<file path="src/rtl/sync_sp_ram_stream_adapter.sv">
// Valid/ready front end for a synchronous single-port 32-bit byte-enable RAM.
// Admission is credit-based so read data returning at fixed latency always has a response slot.
`timescale 1ns/1ps
module sync_sp_ram_stream_adapter #(
    parameter int unsigned ADDR_WIDTH  = 10,
    parameter int unsigned RAM_LATENCY = 1,
    parameter int unsigned RSP_DEPTH   = 4
) (
    input  logic                  Clk_CI,
    input  logic                  Rst_RI,
    input  logic                  ReqValid_SI,
    output logic                  ReqReady_SO,
    input  logic                  ReqWrEn_SI,
    input  logic [3:0]            ReqBEn_SI,
    input  logic [31:0]           ReqWrData_DI,
    input  logic [ADDR_WIDTH-1:0] ReqAddr_DI,
    output logic                  RspValid_SO,
    input  logic                  RspReady_SI,
    output logic [31:0]           RspRdData_DO,
    output logic                  RamCSel_SO,
    output logic                  RamWrEn_SO,
    output logic [3:0]            RamBEn_SO,
    output logic [31:0]           RamWrData_DO,
    output logic [ADDR_WIDTH-1:0] RamAddr_DO,
    input  logic [31:0]           RamRdData_DI
);

    localparam int unsigned PTR_W = (RSP_DEPTH > 1) ? $clog2(RSP_DEPTH) : 1;
    localparam int unsigned CNT_W = $clog2(RSP_DEPTH + 1);
    localparam int unsigned SUM_W = CNT_W + 2;
    localparam logic [PTR_W-1:0] PTR_LAST = PTR_W'(RSP_DEPTH - 1);
    localparam logic [CNT_W-1:0] CNT_FULL = CNT_W'(RSP_DEPTH);

    if (!(RAM_LATENCY == 1 || RAM_LATENCY == 2)) begin : g_bad_latency
        $error("RAM_LATENCY must be 1 or 2");
    end
    if (RSP_DEPTH < 1) begin : g_bad_depth
        $error("RSP_DEPTH must be at least 1");
    end

    logic [RAM_LATENCY-1:0] tag_q, tag_d;
    logic [PTR_W-1:0]       rd_ptr_q, rd_ptr_d;
    logic [PTR_W-1:0]       wr_ptr_q, wr_ptr_d;
    logic [CNT_W-1:0]       count_q, count_d;
    logic [31:0]            mem_q [RSP_DEPTH];

    logic             rd_fire;
    logic             push;
    logic             pop;
    logic [SUM_W-1:0] in_flight;
    logic [SUM_W-1:0] used;

    function automatic logic [PTR_W-1:0] ptr_inc(input logic [PTR_W-1:0] p);
        return (p == PTR_LAST) ? '0 : p + PTR_W'(1);
    endfunction

    // Every accepted read holds a credit until its response pops, counted as
    // tagged reads still inside the RAM plus entries already in the FIFO.
    always_comb begin
        in_flight = '0;
        for (int i = 0; i < RAM_LATENCY; i++) begin
            in_flight = in_flight + SUM_W'(tag_q[i]);
        end
        used = in_flight + SUM_W'(count_q);
    end

    assign ReqReady_SO  = !Rst_RI && (used < SUM_W'(RSP_DEPTH));
    assign RamCSel_SO   = ReqValid_SI && ReqReady_SO;
    assign RamWrEn_SO   = ReqWrEn_SI;
    assign RamBEn_SO    = ReqBEn_SI;
    assign RamWrData_DO = ReqWrData_DI;
    assign RamAddr_DO   = ReqAddr_DI;

    assign rd_fire      = RamCSel_SO && !ReqWrEn_SI;
    assign push         = tag_q[RAM_LATENCY-1];
    assign RspValid_SO  = !Rst_RI && (count_q != '0);
    assign RspRdData_DO = mem_q[rd_ptr_q];
    assign pop          = RspValid_SO && RspReady_SI;

    always_comb begin
        tag_d    = RAM_LATENCY'({tag_q, rd_fire});
        wr_ptr_d = push ? ptr_inc(wr_ptr_q) : wr_ptr_q;
        rd_ptr_d = pop  ? ptr_inc(rd_ptr_q) : rd_ptr_q;
        count_d  = count_q;
        if (push && !pop) begin
            count_d = count_q + CNT_W'(1);
        end else if (!push && pop) begin
            count_d = count_q - CNT_W'(1);
        end
    end

    always_ff @(posedge Clk_CI) begin
        if (Rst_RI) begin
            tag_q    <= '0;
            rd_ptr_q <= '0;
            wr_ptr_q <= '0;
            count_q  <= '0;
        end else begin
            tag_q    <= tag_d;
            rd_ptr_q <= rd_ptr_d;
            wr_ptr_q <= wr_ptr_d;
            count_q  <= count_d;
        end
    end

    // Response storage carries data only, so it is left out of reset.
    always_ff @(posedge Clk_CI) begin
        if (push) begin
            mem_q[wr_ptr_q] <= RamRdData_DI;
        end
    end

    a_no_overflow: assert property (@(posedge Clk_CI) disable iff (Rst_RI)
        !(push && (count_q == CNT_FULL)))
        else $error("response FIFO overflow");

endmodule

</file>
<file path="config.mk">
export PLATFORM = sky130hd
export DESIGN_NAME = sync_sp_ram_stream_adapter
export DESIGN_NICKNAME = d
export VERILOG_FILES = /design/src/rtl/sync_sp_ram_stream_adapter.sv
export SDC_FILE = /design/constraint.sdc
export NUM_CORES = 1
export LEC_CHECK = 0
export ABC_AREA = 1
export BUFFER_PORTS_ARGS = -buffer_cell sky130_fd_sc_hd__buf_4
export CORE_MARGIN = 2
export CORE_UTILIZATION = 56
export CTS_CLUSTER_DIAMETER = 100
export DETAILED_ROUTE_END_ITERATION = 12
export GPL_ROUTABILITY_DRIVEN = 1
export PLACE_DENSITY_LB_ADDON = 0.1
export SYNTH_ARGS = -nofsm -noshare
export SYNTH_HDL_FRONTEND = slang
export SYNTH_SLANG_ARGS = --single-unit
</file>
<file path="constraint.sdc">
create_clock -name Clk_CI -period 4.2 [get_ports Clk_CI]
set_input_delay 0.63 -clock Clk_CI [delete_from_list [all_inputs] [get_ports Clk_CI]]
set_output_delay 0.63 -clock Clk_CI [all_outputs]
set_load 0.02 [all_outputs]
</file>
==> out/metrics.yaml <==
power_and_ir_drop:
  power_mw: 3.37
  powerDensity_mw_per_mm2: 521
  max-vdd-ir-drop_mv: 0.266
  p_leak_nw: 2.38
sta:
  rsz0062_at_grt: "no"
  relSlewSlack: 0.301
  period_share: 0.689
  fin_setup_tns_ns: 0
  whs_ns: 0.290
  final_max_slew_viol_count: 0
  fin_skew_ns: 0.00548
  max_freq_mhz: 345
  period_needed_ns: 2.90
  setup_viol: 0
  finalHoldViolCount: 0
  worst_pin_slew_ns: 1.05
  setup_ws_ns: 1.30
worst_hold_path:
  holdCritStartpoint: "ReqWrEn_SI"
  worst_hold_path_type: "input pin to flip-flop"
logic_synthesis:
  synthCells: 425
  synth_xor_area_frac: 0.00155
  synthSimpleGateAreaFrac: 0.0650
  synth_compound_area_frac: 0.0967
  syn_area_per_cell_sq_um: 13.3
  ys_ff_latch: 138
  synth.net_count: 515
  synth_area_sq_mm: 0.00564
  synth_cell_type_count: 20
  yosysWarningCount: 0
  synth_top_family_by_area: "buffers and inverters"
  ys_seq_area_frac: 0.717
  synthMuxAreaShare: 0
  synthAdderAreaFrac: 0.0169
die:
  die-height_microns: 104
  row_count: 36
  die_w_microns: 104
  io_pins: 165
  core_sq_mm: 0.00977
  start_util: 0.577
  dieArea_sq_mm: 0.0109
grt:
  global_route.usage.met1: 0.241
  grt_pass1_vias: 3372
  grtUsageMet2: 0.373
  grtUsageTotal: 0.217
  grt_max_degree: 65
  met3_usage: 0.0695
  top_usage_layer: "met2"
  grt_pass1_wl_microns: 17600
  antenna_found_initial: 0
  gr-total-overflow: 0
clocking:
  h-tree-depth: 4
  root_buffer: "clkbuf_8"
  cts_buffers: 17
  postCtsHoldBufs: 0
  post-cts-setup-buffers: 0
  path_clk_slew_ns: 0.06
  cts_buffer_depth: 2
  cts.sinks: 138
  cts_tree: "yes"
  post_cts_resized: 0
  worstSkewPairLatency_ns: 0.51
placed_design:
  placed_cell_area_sq_mm: 0.00588
  place_congestion: 0.746
  hpwl_microns: 6590
  dp_slack_ns: 1.85
  post-place-cells: 570
  portBuffers: 72
setup_path:
  reg2regPathDepth: 5
  crit_path_max_incr_delay_ns: 0.69
  cp_top_family: "flip-flops"
  startpoint_type: "flip-flop"
  rr_startpoint: "wr_ptr_q[1]"
  critical_path_buf_inv_count: 2
  slowest_stage: "dfxtp_2"
  end_kind: "output pin"
  path_common_cell: "buf_4"
  cp_data_arrival_time_ns: 2.27
  cp_cell_sequence: "buf_4 -> o21ai_0 -> o22ai_1 -> buf_4"
  r2r-end: "mem_q[1][3]"
  cp.depth: 4
  critical_path.max_fanout: 36
  required_ns: 3.57
  r2r_slack_ns: 2.14
  endpoint: "RspRdData_DO[12]"
  worstSetupPathType: "flip-flop to output pin"
detailed_routing:
  drt_pass1_iterations: 5
  post_drt_wl_per_cell_microns: 18.5
  vias: 3243
  drt_iter0_markers: 163
  drcViolationCount: 0
  vias_per_cell: 5.39
  drtAntennaViolNets: 0
  routed_wl_microns: 11100
job:
  maxCapViolations: 0
status:
  status: "finished clean"
layout:
  nets: 546
  num_antenna_cells: 0
  final_cells: 602
  syn_to_final_growth_pct: 14.7
  drive_gt1_frac: 0.232
  final_area_sq_mm: 0.00647
  final_core_util: 0.662
## worst register-to-register path: cells and delay by family, from the launching register on
| family | cells | cell delay (ns) |
|---|---|---|
| and+or+nand+nor | 1 | 0.05 |
| adders and majority gates | 1 | 0.15 |
| buffers and inverters | 3 | 1.23 |
| DFF | 1 | 0.32 |
## state kept, by name, summed over array words and instances (netlist names), named ones only
| signal | flops |
|---|---|
| push | 1 |
| wr_ptr_q | 2 |
| count_q | 3 |
| mem_q | 128 |
| rd_ptr_q | 2 |
## power by group
group,internal [mW],total [mW],switching [mW],leakage [nW]
logic,0.138,0.358,0.220,0.854
registers,1.53,1.55,0.0223,1.24
clock network,0.948,1.46,0.510,0.289
total,2.62,3.37,0.752,2.38
## routing by layer
layer | routed length [microns] | share of wire
met4 | 250 | 0.022
met5 | 0 | 0
met3 | 728 | 0.065
met2 | 6030 | 0.54
met1 | 4120 | 0.37
## synthesized netlist by cell type
library cell,count,area [sq um]
edfxtp_1,128,3840
nor2_1,75,282
buf_4,50,375
o21ai_0,38,190
o22ai_1,32,200
o21ai_1,28,140
inv_1,15,56.3
nand2_1,12,45.0
dfxtp_1,10,200
buf_6,9,101
buf_2,6,30.0
ha_1,6,75.1
nand3_1,6,30.0
a21oi_1,3,15.0
nor3_1,2,10.0
clkbuf_1,1,3.75
fa_1,1,20.0
inv_2,1,3.75
inv_8,1,11.3
xor2_1,1,8.76
## worst min path at each step
| stage | endpoint | slack [ns] | depth (start not counted) |
|---|---|---|---|
| global route | push | 0.27 | 2 |
| finish | push | 0.29 | 2 |
| floorplan | flip-flop | 0.46 | 2 |
| global placement | rd_ptr_q[1] | 0.48 | 2 |
| CTS | push | 0.26 | 2 |
| detailed placement | rd_ptr_q[1] | 0.48 | 2 |
## placed cells by master, fill, tap and decap left out, types with 3 or more instances in the layout
cell / netlist / final
a21oi_1: 3 / 3
buf_4: 50 / 78
bufinv_16: 0 / 3
clkbuf_1: 1 / 4
clkbuf_16: 0 / 16
clkbuf_8: 0 / 4
clkinv_2: 0 / 4
dfxtp_1: 10 / 9
edfxtp_1: 128 / 128
ha_1: 6 / 6
inv_1: 15 / 15
nand2_1: 12 / 12
nand3_1: 6 / 6
nor2_1: 75 / 75
o21ai_0: 38 / 38
o21ai_1: 28 / 28
o22ai_1: 32 / 32
## cell type report
type                       instances  area (sq um)
clock buffer                      24           470
clock inverter                     8           118
fill                             712          3300
inverter                          17          71.3
multi-input combinational        204          1020
sequential                       138          4050
tap                              133           166
timing repair buffer              78           586
## kinds of logic (layout without fill, tap and decap cells)
| group | after synthesis | count (layout) |
|---|---|---|
| buffers and inverters | 83 | 127 |
| AOI/OAI and AO/OA | 101 | 101 |
| and+or+nand+nor | 95 | 95 |
| adders and majority gates | 7 | 7 |
| DFF | 138 | 138 |
| xor gates and xnor gates | 1 | 1 |
Power figures use the tool's default switching activity.
